### config.mk
export PLATFORM = sky130hd
export DESIGN_NAME = safe_rr_arbiter_flat
export DESIGN_NICKNAME = d
export VERILOG_FILES = /design/src/rtl/safe_rr_arbiter_if.sv /design/src/rtl/safe_rr_arbiter.sv /design/src/flat_wrapper.sv
export SDC_FILE = /design/constraint.sdc
export NUM_CORES = 1
export LEC_CHECK = 0
export CAP_MARGIN = 20
export CORE_UTILIZATION = 36
export DETAILED_ROUTE_END_ITERATION = 12
export GPL_TIMING_DRIVEN = 0
export PLACE_DENSITY = 0.54
export SLEW_MARGIN = 5
export SYNTH_ARGS = -nofsm -noshare
export SYNTH_HDL_FRONTEND = slang
export SYNTH_SLANG_ARGS = --single-unit
### constraint.sdc
create_clock -name clk -period 2.8 [get_ports clk]
set_input_delay 0.42 -clock clk [delete_from_list [all_inputs] [get_ports clk]]
set_output_delay 0.42 -clock clk [all_outputs]
set_load 0.01 [all_outputs]
### src/rtl/safe_rr_arbiter_if.sv
// Handshake bundle between N requesting clients and the shared-resource arbiter.
// Latency: none, plain wires.
// Backpressure: clients hold req until granted; the arbiter revokes via gnt.
interface safe_rr_arbiter_if #(
  parameter int N = 4
);
  logic [N-1:0] req;
  logic [N-1:0] done;
  logic [N-1:0] gnt;
  logic         busy;
  logic         timeout_err;
  logic         fault;

  // Requester side
  modport master (
    output req, done,
    input  gnt, busy, timeout_err, fault
  );

  // Arbiter side
  modport slave (
    input  req, done,
    output gnt, busy, timeout_err, fault
  );
endinterface

### src/rtl/safe_rr_arbiter.sv
// Round-robin arbiter for one shared resource; safe one-hot FSM traps illegal codes in RECOVERY.
// Latency: 1 cycle from request to grant out of IDLE, 0-cycle handoff between owners.
// Backpressure: requesters hold req until served; ownership is revoked after TIMEOUT cycles.
module safe_rr_arbiter #(
  parameter int N       = 4,
  parameter int TIMEOUT = 15
) (
  input logic              clk,
  input logic              rst,
  safe_rr_arbiter_if.slave io_arb
);
  localparam int IW = (N > 1) ? $clog2(N) : 1;
  localparam int SW = N + 2;

  // Named codes; GRANT_k is bit k+1 and is built from the owner index.
  typedef enum logic [SW-1:0] {
    ST_IDLE     = {{(SW-1){1'b0}}, 1'b1},
    ST_RECOVERY = {1'b1, {(SW-1){1'b0}}}
  } state_t;

  (* fsm_encoding = "user_encoding", fsm_safe_state = "default_state", syn_encoding = "user,safe" *)
  logic [SW-1:0] r_state;
  logic [IW-1:0] r_last;
  logic [7:0]    r_cnt;
  logic          r_terr;

  logic          w_onehot;
  logic          w_is_grant;
  logic [N-1:0]  w_gnt;
  logic [IW-1:0] w_owner;
  logic          w_own_req;
  logic          w_own_done;
  logic          w_at_limit;
  logic          w_rel;
  logic          w_rel_to_only;
  logic [N-1:0]  w_req_masked;
  logic [IW-1:0] w_win_all;
  logic [IW-1:0] w_win_masked;

  // First requester after i_last in cyclic order; i_last itself is considered last.
  function automatic logic [IW-1:0] f_winner(input logic [N-1:0] i_r, input logic [IW-1:0] i_last);
    logic [IW-1:0] v_idx;
    logic [IW-1:0] v_j;
    logic          v_found;
    v_idx   = i_last;
    v_found = 1'b0;
    for (int i = 1; i <= N; i++) begin
      v_j = IW'((int'(i_last) + i) % N);
      if (!v_found && i_r[v_j]) begin
        v_idx   = v_j;
        v_found = 1'b1;
      end
    end
    return v_idx;
  endfunction

  function automatic logic [SW-1:0] f_grant_code(input logic [IW-1:0] i_k);
    return SW'(2) << i_k;
  endfunction

  // Decode state legality, current owner, release condition and next winners
  always_comb begin
    w_onehot   = (r_state != '0) && ((r_state & (r_state - SW'(1))) == '0);
    w_is_grant = w_onehot && !r_state[0] && !r_state[SW-1];
    // Grant lines come only from a legal GRANT code, so an illegal multi-hot code never leaks out.
    w_gnt      = w_is_grant ? r_state[N:1] : '0;
    w_owner    = '0;
    for (int k = 0; k < N; k++) begin
      if (r_state[k+1]) w_owner = IW'(k);
    end
    w_own_req     = io_arb.req[w_owner];
    w_own_done    = io_arb.done[w_owner];
    w_at_limit    = (r_cnt == 8'(TIMEOUT - 1));
    w_rel         = w_own_done || !w_own_req || w_at_limit;
    // A pure timeout must not hand the resource straight back to the same owner.
    w_rel_to_only = w_at_limit && !w_own_done && w_own_req;
    w_req_masked  = io_arb.req;
    if (w_rel_to_only) w_req_masked[w_owner] = 1'b0;
    w_win_all     = f_winner(io_arb.req, r_last);
    w_win_masked  = f_winner(w_req_masked, r_last);
  end

  // Control FSM with round-robin pointer, hold counter and timeout pulse
  always_ff @(posedge clk) begin
    if (rst) begin
      r_state <= ST_IDLE;
      r_last  <= IW'(N - 1);
      r_cnt   <= '0;
      r_terr  <= 1'b0;
    end else begin
      r_terr <= 1'b0;
      if (r_state == ST_IDLE) begin
        r_cnt <= '0;
        if (|io_arb.req) begin
          r_state <= f_grant_code(w_win_all);
          r_last  <= w_win_all;
        end
      end else if (w_is_grant) begin
        if (!w_rel) begin
          r_cnt <= r_cnt + 8'd1;
        end else begin
          r_cnt  <= '0;
          r_terr <= w_rel_to_only;
          if (|w_req_masked) begin
            r_state <= f_grant_code(w_win_masked);
            r_last  <= w_win_masked;
          end else begin
            r_state <= ST_IDLE;
          end
        end
      end else if (r_state == ST_RECOVERY) begin
        r_state <= ST_IDLE;
        r_cnt   <= '0;
      end else begin
        // Zero-hot or multi-hot code: trap, pointer kept as is.
        r_state <= ST_RECOVERY;
        r_cnt   <= '0;
      end
    end
  end

  assign io_arb.gnt         = w_gnt;
  assign io_arb.busy        = |w_gnt;
  assign io_arb.timeout_err = r_terr;
  assign io_arb.fault       = (r_state == ST_RECOVERY);

endmodule

### src/flat_wrapper.sv
// flat-port wrapper written by rule: the top's interface ports become plain ports
module safe_rr_arbiter_flat 
#(
  parameter int N       = 4,
  parameter int TIMEOUT = 15
)
  (clk, rst, io_arb_req, io_arb_done, io_arb_gnt, io_arb_busy, io_arb_timeout_err, io_arb_fault);
  safe_rr_arbiter_if #(.N(N)) io_arb_i ();
  input logic clk;
  input logic rst;
  input wire logic [$bits(io_arb_i.req)-1:0] io_arb_req;
  input wire logic [$bits(io_arb_i.done)-1:0] io_arb_done;
  output wire logic [$bits(io_arb_i.gnt)-1:0] io_arb_gnt;
  output wire logic [$bits(io_arb_i.busy)-1:0] io_arb_busy;
  output wire logic [$bits(io_arb_i.timeout_err)-1:0] io_arb_timeout_err;
  output wire logic [$bits(io_arb_i.fault)-1:0] io_arb_fault;
  assign io_arb_i.req = io_arb_req;
  assign io_arb_i.done = io_arb_done;
  assign io_arb_gnt = io_arb_i.gnt;
  assign io_arb_busy = io_arb_i.busy;
  assign io_arb_timeout_err = io_arb_i.timeout_err;
  assign io_arb_fault = io_arb_i.fault;
  safe_rr_arbiter #(.N(N), .TIMEOUT(TIMEOUT)) u_core (.clk(clk), .rst(rst), .io_arb(io_arb_i));
endmodule
# [Word-level counts from Yosys, hierarchy flattened]
# Index checks and enable logic that the tools add are counted.
[word_totals] regBits=17 input_bits=10 out_inout_bits=7
[classes] n_addsub=6 order_cmp=6 n_eq_ne=5 n_shift=2 mux=52 bitwise=5 reduce_logical=36
[ops] op="$mux 6" count=6
[ops] op="$mux 2" count=15
[ops] op="$bmux 1 s2" count=10
[ops] op="$reduce_or 4->1" count=5
[ops] op="$mux 1" count=18
[ops] op="$lt 2x3->1 const B" count=5
[ops] op="$logic_and 1x1->1" count=12
[ops] op="$shl 2x2->6 const A" count=2
[ops] op="$logic_not 1->1" count=10
[ops] op="$add 8x1->8 const B" count=1
[ops] op="$eq 8x4->1 const B" count=1
[ops] op="$mux 4" count=2
[ops] op="$and 6x6->6" count=1
[ops] op="$eq 6x1->1 const B" count=1
[ops] op="$eq 6x6->1 const B" count=1
[ops] op="$logic_not 6->1" count=1
[ops] op="$reduce_bool 2->1" count=3
[ops] op="$reduce_bool 6->1" count=1
[ops] op="$sub 6x1->6 const B" count=1
[ops] op="$add 2x1->2 const B" count=2
[ops] op="$add 2x2->2 const B" count=2
[ops] op="$and 4x4->4" count=1
[ops] op="$not 4->4" count=1
[ops] op="$reduce_and 4->1" count=1
[ops] op="other kinds (7)" count=9

# [Depth between registers and ports, before layout]
# Gate-level depths: netlist (run 1).
[depth] word_depth=27 ltp_mapped=9 ltp_nobuf=9

# [Least setup slack after synthesis (run 1)]
# OpenSTA, ideal clock, no wires.
[synth_path] kind="register to register" startpoint="register u_core.r_cnt[0]" endpoint="register u_core.r_state[1]" t_arrival_ns=2.442 required_ns=2.714 slack_ns=0.272 stages_incl_launch_ff=10 path_buffers=0 synth_period_minus_slack_ns=2.528 cell_sequence="dfxtp_1 inv_1 ha_1 or3b_4 or4_4 a311o_1 and4_4 nor4_4 nand3_1 a221oi_2"
[synth_between] elab_chain_cells=21 word_cells_on_any_way=34
[synth_rtl] element="from (decl)" line="safe_rr_arbiter.sv:24" rtl="logic [7:0] r_cnt;"
[synth_rtl] element="from (signal assigned)" line="safe_rr_arbiter.sv:100" rtl="r_cnt <= r_cnt + 8'd1;"
[synth_rtl] element="$eq 8x4->1 (*)" line="safe_rr_arbiter.sv:73" rtl="w_at_limit = (r_cnt == 8'(TIMEOUT - 1));"
[synth_rtl] element="$logic_and 1x1->1 (2 in a row)" line="safe_rr_arbiter.sv:76" rtl="w_rel_to_only = w_at_limit && !w_own_done && w_own_req;"
[synth_rtl] element="$mux 4" line="safe_rr_arbiter.sv:78" rtl="if (w_rel_to_only) w_req_masked[w_owner] = 1'b0;"
[synth_rtl] element="$bmux 1 s2" line="safe_rr_arbiter.sv:49" rtl="if (!v_found && i_r[v_j]) begin"
[synth_rtl] element="$mux 1 (not written as such)" line="safe_rr_arbiter.sv:49"
[synth_rtl] element="$mux 1" line="safe_rr_arbiter.sv:49"
[synth_rtl] element="$logic_not 1->1" line="safe_rr_arbiter.sv:49"
[synth_rtl] element="$logic_and 1x1->1" line="safe_rr_arbiter.sv:49"
[synth_rtl] element="(+4 left out)"
[synth_rtl] element="$logic_not 1->1" line="safe_rr_arbiter.sv:49"
[synth_rtl] element="$logic_and 1x1->1" line="safe_rr_arbiter.sv:49"
[synth_rtl] element="$mux 2" line="safe_rr_arbiter.sv:49"
[synth_rtl] element="$shl 2x2->6" line="safe_rr_arbiter.sv:58" rtl="return SW'(2) << i_k;"
[synth_rtl] element="$mux 6" line="safe_rr_arbiter.sv:104" rtl="if (|w_req_masked) begin"
[synth_rtl] element="$mux 6" line="safe_rr_arbiter.sv:99" rtl="if (!w_rel) begin"
[synth_rtl] element="$mux 6" line="safe_rr_arbiter.sv:98" rtl="end else if (w_is_grant) begin"
[synth_rtl] element="$mux 6" line="safe_rr_arbiter.sv:92" rtl="if (r_state == ST_IDLE) begin"
[synth_rtl] element="to (signal assigned)" line="safe_rr_arbiter.sv:95" rtl="r_state <= f_grant_code(w_win_all);"
[synth_rtl] element="to (signal assigned)" line="safe_rr_arbiter.sv:105" rtl="r_state <= f_grant_code(w_win_masked);"
[synth_rtl] element="to (decl)" line="safe_rr_arbiter.sv:22" rtl="logic [SW-1:0] r_state;"
# Every way passes the cells marked *; elsewhere a longest branch is shown, timed or not. The select of a mux whose other input is x is not followed.
# A chain may end at the register's enable or synchronous reset.

# [Worst setup path in the final report (run 1)]
[layout_path] startpoint="register u_core.r_state[4]" endpoint="output port io_arb_gnt[2]"
[layout_between] elab_chain_cells=7 word_cells_on_any_way=8
[layout_rtl] element="$sub 6x1->6" line="safe_rr_arbiter.sv:63" rtl="w_onehot = (r_state != '0) && ((r_state & (r_state - SW'(1))) == '0);"
[layout_rtl] element="$and 6x6->6" line="safe_rr_arbiter.sv:63"
[layout_rtl] element="$logic_not 6->1" line="safe_rr_arbiter.sv:63"
[layout_rtl] element="$logic_and 1x1->1 (*)" line="safe_rr_arbiter.sv:63"
[layout_rtl] element="$logic_and 1x1->1 (*) (2 in a row)" line="safe_rr_arbiter.sv:64" rtl="w_is_grant = w_onehot && !r_state[0] && !r_state[SW-1];"
[layout_rtl] element="$mux 4 (*)" line="safe_rr_arbiter.sv:66" rtl="w_gnt = w_is_grant ? r_state[N:1] : '0;"
[layout_rtl] element="to (decl)" line="flat_wrapper.sv:13" rtl="output wire logic [$bits(io_arb_i.gnt)-1:0] io_arb_gnt;"
# Every way passes the cells marked *; elsewhere a longest branch is shown, timed or not.

==> flow_metrics.env, run 1 <==
export IMPL_maxClockFrequency_ghz=0.373
export IMPL_global_route_overflow_total=0
export IMPL_min_to="u_core.r_state[1]$_SDFFE_PP0P_"
export IMPL_cts_buffers=3
export IMPL_synth_fp_nets=172
export IMPL_crit_arrival_ns=2.26
export IMPL_first_pass_grt_wire_length_um=5560
export IMPL_ff_to_ff_start="u_core.r_cnt[0]$_SDFF_PP0_"
export IMPL_power_per_cell_area_nw_per_um2=706
export IMPL_final_period_utilization_pct=95.8
export IMPL_pin_count_of_the_biggest_net_entering_global_routing=11
export IMPL_tightestPinTransition_ns=0.704
export IMPL_place_gp_congestion=0.775
export IMPL_post_drt_via_cell_ratio=5.60
export IMPL_netlist_top_cell_by_area="sky130_fd_sc_hd__dfxtp_1"
export IMPL_report_final_setup_viol=0
export IMPL_first_global_vias=1134
export IMPL_vias=1293
export IMPL_synth_top_cells_by_area="sky130_fd_sc_hd__dfxtp_1 (25%), sky130_fd_sc_hd__nor2_1 (4.1%), sky130_fd_sc_hd__nand3_1 (2.9%), sky130_fd_sc_hd__a31oi_1 (2.7%), sky130_fd_sc_hd__xor2_1 (2.5%)"
export IMPL_final_max_slew_violation_count=0
export IMPL_clk_latency_ns=0.26
export IMPL_maxSlewHeadroom_pct=52.3
export IMPL_max_cap_viol_count=0
export IMPL_cts_root_buf="sky130_fd_sc_hd__clkbuf_8"
export IMPL_post_synth_instance_area_um2=1380
export IMPL_pin_count=17
export IMPL_holdCritPathClass="input pin to flop"
export IMPL_fp_row_count=22
export IMPL_rsz0062_at_grt="no"
export IMPL_detailedPlacementHpwl_um=2600
export IMPL_ys_dominant_reg_cell="sky130_fd_sc_hd__dfxtp_1"
export IMPL_timing_setup_critical_path_class="flop to output pin"
export IMPL_ys_seq_area_share_pct=24.6
export IMPL_required_ns=2.38
export IMPL_static_leakage_power_nw=0.599
export IMPL_cp_max_fo=10
export IMPL_synth_top_area_share_pct=24.6
export IMPL_cts_sink_count=17
export IMPL_initial_utilization_pct=37.8
export IMPL_die_width_um=64
export IMPL_core_area_um2=3660
export IMPL_fin_nets=196
export IMPL_fin_setup_tns_ns=0
export IMPL_skew_ns=0.00833
export IMPL_ys_top_cells_by_count="sky130_fd_sc_hd__dfxtp_1 (17), sky130_fd_sc_hd__nor2_1 (15), sky130_fd_sc_hd__inv_1 (9), sky130_fd_sc_hd__nand2_1 (9), sky130_fd_sc_hd__nand3_1 (8)"
export IMPL_route_detailed_drc=0
export IMPL_synth_async_reset_ratio_pct=0
export IMPL_r2r_end="u_core.r_state[3]$_SDFFE_PP0P_"
export IMPL_max_clock_path_buffers=2
export IMPL_synthDistinctLibCells=65
export IMPL_worst_r2r_setup_slack_ns=0.15
export IMPL_number_of_enable_type_register_cells_in_the_synthesized_netlist=0
export IMPL_synthCells=160
export IMPL_timing_hold_worst_start="rst"
export IMPL_finalWirelength_um=3380
export IMPL_design_die_area_um2=4100
export IMPL_worst_reg_to_reg_cells=8
export IMPL_syn_to_final_growth_pct=21.8
export IMPL_timing_critical_path_from_type="flop"
export IMPL_yosysMostFrequentCell="sky130_fd_sc_hd__dfxtp_1"
export IMPL_detail_route_antenna_nets=0
export IMPL_antenna_cells=0
export IMPL_yosys_register_bits=17
export IMPL_final_layout_size_suffix_gt1_share_pct=20.2
export IMPL_worst_setup_slack_post_dpl_ns=-0.128
export IMPL_worst_ir_drop_on_vdd_uv=236
export IMPL_initial_antenna_violation_count=0
export IMPL_fin_ws_ns=0.118
export IMPL_fillerInstances=364
export IMPL_post_cts_hold_buffer_count=0
export IMPL_cts_tree="built"
export IMPL_routed_wire_length_per_instance_um=14.6
export IMPL_cp_end_kind="output pin"
export IMPL_fin_crit_ns=2.68
export IMPL_track_usage_pct=17.5
export IMPL_drt_iter0_drc=141
export IMPL_fp_dieH_um=64
export IMPL_htree_levels=1
export IMPL_first_pass_iters=4
export IMPL_clk_pin_slew_worst_paths_ns=0.07
export IMPL_port_buffer_count=14
export IMPL_run_status="finished, final reports clean"
export IMPL_synth_warnings=0
export IMPL_whs_path_depth=2
export IMPL_synth_avg_cell_area_um2=8.65
export IMPL_hold_viol_final=0
-- metal layers --
| metal | vias up | share of wire (%) | track usage [%] |
|---|---|---|---|
| li1 | 651 | - | - |
| met1 | 606 | 47 | 23.0 |
| met2 | 32 | 48 | 28.6 |
| met3 | 4 | 4.2 | 3.75 |
| met4 | 0 | 0.71 | 4.83 |
| met5 | - | 0 | 0 |
-- metrics by stage --
step	instances	power, mW	instance area (µm²)	utilization, %	hold slack [ns]
3_3_place_gp	222	0.924	1580	43.3	0.446
4_1_cts	227	1.15	1650	45.0	0.331
3_5_place_dp	222	0.931	1580	43.3	0.459
5_1_grt	231	1.28	1690	46.0	0.339
6_report	231	1.19	1690	46.0	0.337
2_1_floorplan	160	0.787	1380	-	0.426
-- state kept, by name, summed over array words and instances, names as in the netlist --
signal	count
u_core.r_state	6
u_core.r_last	2
u_core.r_cnt	8
u_core.io_arb.timeout_err	1
-- area by class of cell --
type                       instances  area (µm²)  area share (%)
multi-input combinational        126         942            55.9
sequential                        17         342            20.3
timing repair buffer              19         178            10.5
buffer                             8        85.1            5.05
tap                               48        60.1            3.56
clock buffer                       4        45.0            2.67
inverter                           9        33.8            2.00
-- cell families after synthesis --
logic type,synth area share [%]
and+or+nand+nor,34.7
AOI/OAI and AO/OA,23.7
xor gates and xnor gates,4.43
adders and majority gates,1.81
DFF,24.6
muxes,2.17
buffers and inverters,8.59
-- power breakdown --
part / total, mW / switching, mW / internal (mW)
clock: 0.185 / 0.0836 / 0.101
combinational: 0.684 / 0.349 / 0.335
sequential: 0.322 / 0.0439 / 0.278
-- worst max-delay path, stage by stage, from the launching register on --
cell and delay (ns):
sky130_fd_sc_hd__dfxtp_1 0.32, sky130_fd_sc_hd__buf_4 0.17, sky130_fd_sc_hd__or3b_4 0.40, sky130_fd_sc_hd__o21ai_0 0.12, sky130_fd_sc_hd__mux2i_2 0.15, sky130_fd_sc_hd__nor3_4 0.18
sky130_fd_sc_hd__and2_1 0.14, sky130_fd_sc_hd__clkdlybuf4s50_1 0.52
-- cell usage in the layout (no fill, tap or decap), drive strengths merged, types with 5 or more instances in the layout --
cell / instances
clkdlybuf4s50: 15
inv: 9
nor3: 5
nand3: 8
a31oi: 6
nor2: 15
nor4: 6
buf: 10
dfxtp: 17
clkbuf: 5
o21ai: 5
nand2: 9
-- how the worst max path moves through the flow --
stage	depth (start not counted)	start	to	slack, ns
finish	7	u_core.r_state[4]$_SDFFE_PP0P_	io_arb_gnt[2]	0.12
global route	8	u_core.r_cnt[0]$_SDFF_PP0_	u_core.r_state[3]$_SDFFE_PP0P_	0.002
CTS	7	u_core.r_state[4]$_SDFFE_PP0P_	io_arb_gnt[3]	0.02
floorplan	9	u_core.r_cnt[0]$_SDFF_PP0_	u_core.r_state[1]$_SDFFE_PP0P_	0.27
detailed placement	7	io_arb_req[3]	u_core.r_state[3]$_SDFFE_PP0P_	-0.13
global placement	8	io_arb_req[1]	u_core.r_state[2]$_SDFFE_PP0P_	-0.11
-- what timing repair did --
action	4_1_cts	5_1_grt
setup buffers	1	4
resized for setup	2	4
pin swaps	1	2
endpoints found under the hold margin	0	0
setup endpoints to repair	3	10
Note: power is estimated with default switching activity, not from simulation.
==> run 2, diff against run 1 <==
--- a/config.mk
+++ b/config.mk
@@ -5,11 +5,13 @@
 export SDC_FILE = /design/constraint.sdc
 export NUM_CORES = 1
 export LEC_CHECK = 0
+export ABC_AREA = 1
 export CAP_MARGIN = 20
 export CORE_UTILIZATION = 36
 export DETAILED_ROUTE_END_ITERATION = 12
+export GPL_ROUTABILITY_DRIVEN = 0
 export GPL_TIMING_DRIVEN = 0
-export PLACE_DENSITY = 0.54
+export PLACE_DENSITY = 0.53
 export SLEW_MARGIN = 5
 export SYNTH_ARGS = -nofsm -noshare
 export SYNTH_HDL_FRONTEND = slang
==> run 2 against run 1 <==
- clock skew decreased by 0.0066 ns
- utilization increased by 0.18 points
- global-route usage increased by 0.47 points
- sequential cell count unchanged
- sequential power decreased by 2%
- critical path type unchanged
==> flow_metrics.env, run 2 <==
export IMPL_run_status="finished, final reports clean"
export IMPL_cts_buffers=3
export IMPL_ff_to_ff_start="u_core.r_cnt[0]$_SDFF_PP0_"
export IMPL_tightestPinTransition_ns=0.457
export IMPL_pin_count=17
export IMPL_holdCritPathClass="flop to flop"
export IMPL_initial_antenna_violation_count=0
export IMPL_report_final_setup_viol=0
export IMPL_clk_pin_slew_worst_paths_ns=0.07
export IMPL_design_die_area_um2=4390
export IMPL_crit_arrival_ns=2.21
export IMPL_detail_route_antenna_nets=0
export IMPL_htree_levels=1
export IMPL_timing_critical_path_from_type="flop"
export IMPL_yosysMostFrequentCell="sky130_fd_sc_hd__nand2_1"
export IMPL_route_detailed_drc=0
export IMPL_number_of_flip_flops_in_the_largest_register=8
export IMPL_skew_ns=0.00177
export IMPL_timing_setup_critical_path_class="flop to output pin"
export IMPL_synth_top_area_share_pct=22.9
export IMPL_layout_cells_most_common="sky130_fd_sc_hd__nand2_1"
export IMPL_cts_sink_count=17
export IMPL_die_width_um=66.2
export IMPL_fin_setup_tns_ns=0
export IMPL_pin_count_of_the_biggest_net_entering_global_routing=11
export IMPL_hold_ws_ns=0.462
export IMPL_timing_hold_worst_start="u_core.r_cnt[0]$_SDFF_PP0_"
export IMPL_clock_power_share_pct=12.5
export IMPL_power_per_cell_area_nw_per_um2=846
export IMPL_worst_ir_drop_on_vdd_uv=436
export IMPL_synthDistinctLibCells=35
export IMPL_maxSlewHeadroom_pct=68.7
export IMPL_post_route_util_pct=46.2
export IMPL_maxClockFrequency_ghz=0.381
export IMPL_power_switching_fraction_pct=51.1
export IMPL_cts_tree="built"
export IMPL_final_max_slew_violation_count=0
export IMPL_detailedPlacementHpwl_um=2770
export IMPL_final_period_utilization_pct=93.8
export IMPL_fp_row_count=22
export IMPL_post_drt_via_cell_ratio=4.73
export IMPL_synth_avg_cell_area_um2=6.32
export IMPL_syn_to_final_growth_pct=18.2
export IMPL_yosys_register_bits=17
export IMPL_initial_utilization_pct=39.1
export IMPL_vias=1432
export IMPL_crit_start="u_core.r_state[4]$_SDFFE_PP0P_"
export IMPL_ys_top_cells_by_count="sky130_fd_sc_hd__nand2_1 (63), sky130_fd_sc_hd__nor2_1 (34), sky130_fd_sc_hd__inv_1 (28)"
export IMPL_final_instance_count_excl_fill=303
export IMPL_core_area_um2=3800
export IMPL_rsz0062_at_grt="no"
export IMPL_sequential_power_share_pct=21.3
export IMPL_antenna_cells=0
export IMPL_first_global_vias=1364
export IMPL_finalWirelength_um=3430
export IMPL_netSwitchingPower_uw=758
export IMPL_fillerInstances=428
export IMPL_biggestRegsByFlops="u_core.r_cnt x8, u_core.r_state x6, u_core.r_last x2"
export IMPL_critical_path_endpoint="io_arb_busy"
export IMPL_ys_dominant_reg_cell="sky130_fd_sc_hd__dfxtp_1"
export IMPL_hold_viol_final=0
export IMPL_first_pass_iters=4
export IMPL_cts_root_buf="sky130_fd_sc_hd__clkbuf_8"
export IMPL_global_route_overflow_total=0
export IMPL_fin_crit_ns=2.63
export IMPL_overall_power_mw=1.49
export IMPL_max_clock_path_buffers=2
export IMPL_power_internal_uw=727
export IMPL_most_common_layout_cells="sky130_fd_sc_hd__nand2_1 (63), sky130_fd_sc_hd__nor2_1 (33), sky130_fd_sc_hd__inv_1 (28)"
export IMPL_ys_seq_area_share_pct=22.9
export IMPL_clk_latency_ns=0.25
export IMPL_placedCellCount=299
export IMPL_cp_end_kind="output pin"
export IMPL_final_layout_size_suffix_gt1_share_pct=17.3
export IMPL_synth_warnings=0
export IMPL_fin_nets=268
export IMPL_static_leakage_power_nw=0.792
export IMPL_cp_max_fo=9
export IMPL_combinational_group_share_of_total_power_pct=66.2
export IMPL_regMostFlops="u_core.r_cnt"
export IMPL_worst_r2r_setup_slack_ns=0.73
export IMPL_required_ns=2.38
export IMPL_routed_wire_length_per_instance_um=11.3
export IMPL_first_pass_grt_wire_length_um=6130
export IMPL_post_cts_hold_buffer_count=0
export IMPL_drt_iter0_drc=66
export IMPL_number_of_enable_type_register_cells_in_the_synthesized_netlist=0
export IMPL_worst_reg_to_reg_cells=15
export IMPL_track_usage_pct=18.0
export IMPL_synthCells=235
export IMPL_post_synth_instance_area_um2=1490
export IMPL_synth_top_cells_by_area="sky130_fd_sc_hd__dfxtp_1 (23%), sky130_fd_sc_hd__nand2_1 (16%), sky130_fd_sc_hd__nor2_1 (8.6%), sky130_fd_sc_hd__inv_1 (7.1%), sky130_fd_sc_hd__nand3_1 (5.7%)"
export IMPL_r2r_end="u_core.r_state[2]$_SDFFE_PP0P_"
export IMPL_synth_async_reset_ratio_pct=0
export IMPL_max_cap_viol_count=0
export IMPL_netlist_top_cell_by_area="sky130_fd_sc_hd__dfxtp_1"
export IMPL_fp_dieH_um=66.2
export IMPL_synth_fp_nets=247
export IMPL_port_buffer_count=16
-- run 2: layout make-up --
type                            count  area [µm²]  share of cell area, %
Buffer                              3        26.3                   1.50
Clock buffer                        3        41.3                   2.35
Clock inverter                      1        5.00                  0.285
Inverter                           34         128                   7.27
Multi-Input combinational cell    181         993                   56.6
Sequential cell                    17         342                   19.5
Tap cell                           48        60.1                   3.42
Timing Repair Buffer               16         160                   9.12
-- run 2: repair_timing --
item,CTS,global route
setup buffers,0,0
endpoints found under the setup margin,0,5
endpoints found under the hold margin,0,0
resized for setup,0,2
-- run 2: worst max-delay path: stages (launching register included) --
cell and delay, ns:
sky130_fd_sc_hd__dfxtp_1 0.33, sky130_fd_sc_hd__buf_6 0.14, sky130_fd_sc_hd__nor2_1 0.05, sky130_fd_sc_hd__inv_1 0.11
sky130_fd_sc_hd__nor2_1 0.08, sky130_fd_sc_hd__a2111o_1 0.55, sky130_fd_sc_hd__inv_2 0.15, sky130_fd_sc_hd__clkdlybuf4s50_1 0.54
-- run 2: stage by stage --
step	setup WS (ns)	instance area, µm²
final	0.173	1760
after global routing	0.0251	1760
after CTS	0.0214	1750
after detailed placement	0.178	1710
after global placement	0.154	1710
after floorplan	0.966	1490
-- run 2: worst min path at each step --
| stage | to | slack (ns) | cells past startpoint |
|---|---|---|---|
| 4_1_cts | u_core.r_cnt[0]$_SDFF_PP0_ | 0.48 | 1 |
| 5_1_grt | u_core.r_cnt[0]$_SDFF_PP0_ | 0.49 | 1 |
| 2_1_floorplan | u_core.r_cnt[0]$_SDFF_PP0_ | 0.43 | 1 |
| 3_3_place_gp | u_core.r_cnt[0]$_SDFF_PP0_ | 0.45 | 1 |
| 3_5_place_dp | u_core.r_cnt[0]$_SDFF_PP0_ | 0.46 | 1 |
| 6_report | u_core.r_cnt[0]$_SDFF_PP0_ | 0.46 | 1 |
-- run 2: logic make-up (layout without fill, tap and decap cells) --
logic type / count (synthesis) / count (layout) / synth area share, %
XOR/XNOR: 6 / 6 / 4.55
adder cells (fa/ha/maj): 2 / 2 / 1.68
AO/OA/AOI/OAI: 30 / 30 / 12.6
AND/OR/NAND/NOR: 143 / 143 / 47.9
flip-flops: 17 / 17 / 22.9
buffers and inverters: 37 / 57 / 10.4
-- run 2: power groups by stage --
stage / Combinational (mW) / Clock (mW) / Sequential, mW
floorplan: 0.780 / 0 / 0.311
global placement: 0.988 / 0 / 0.320
detailed placement: 0.977 / 0 / 0.321
CTS: 0.982 / 0.192 / 0.315
global route: 1.13 / 0.204 / 0.322
finish: 0.984 / 0.186 / 0.316
-- run 2: layer usage --
metal,up-vias,wire length (µm),global-route usage [%]
met5,-,0,0
met1,621,1810,25.0
met4,0,9,2.39
met3,2,98,3.10
met2,22,1510,29.3
li1,787,-,-
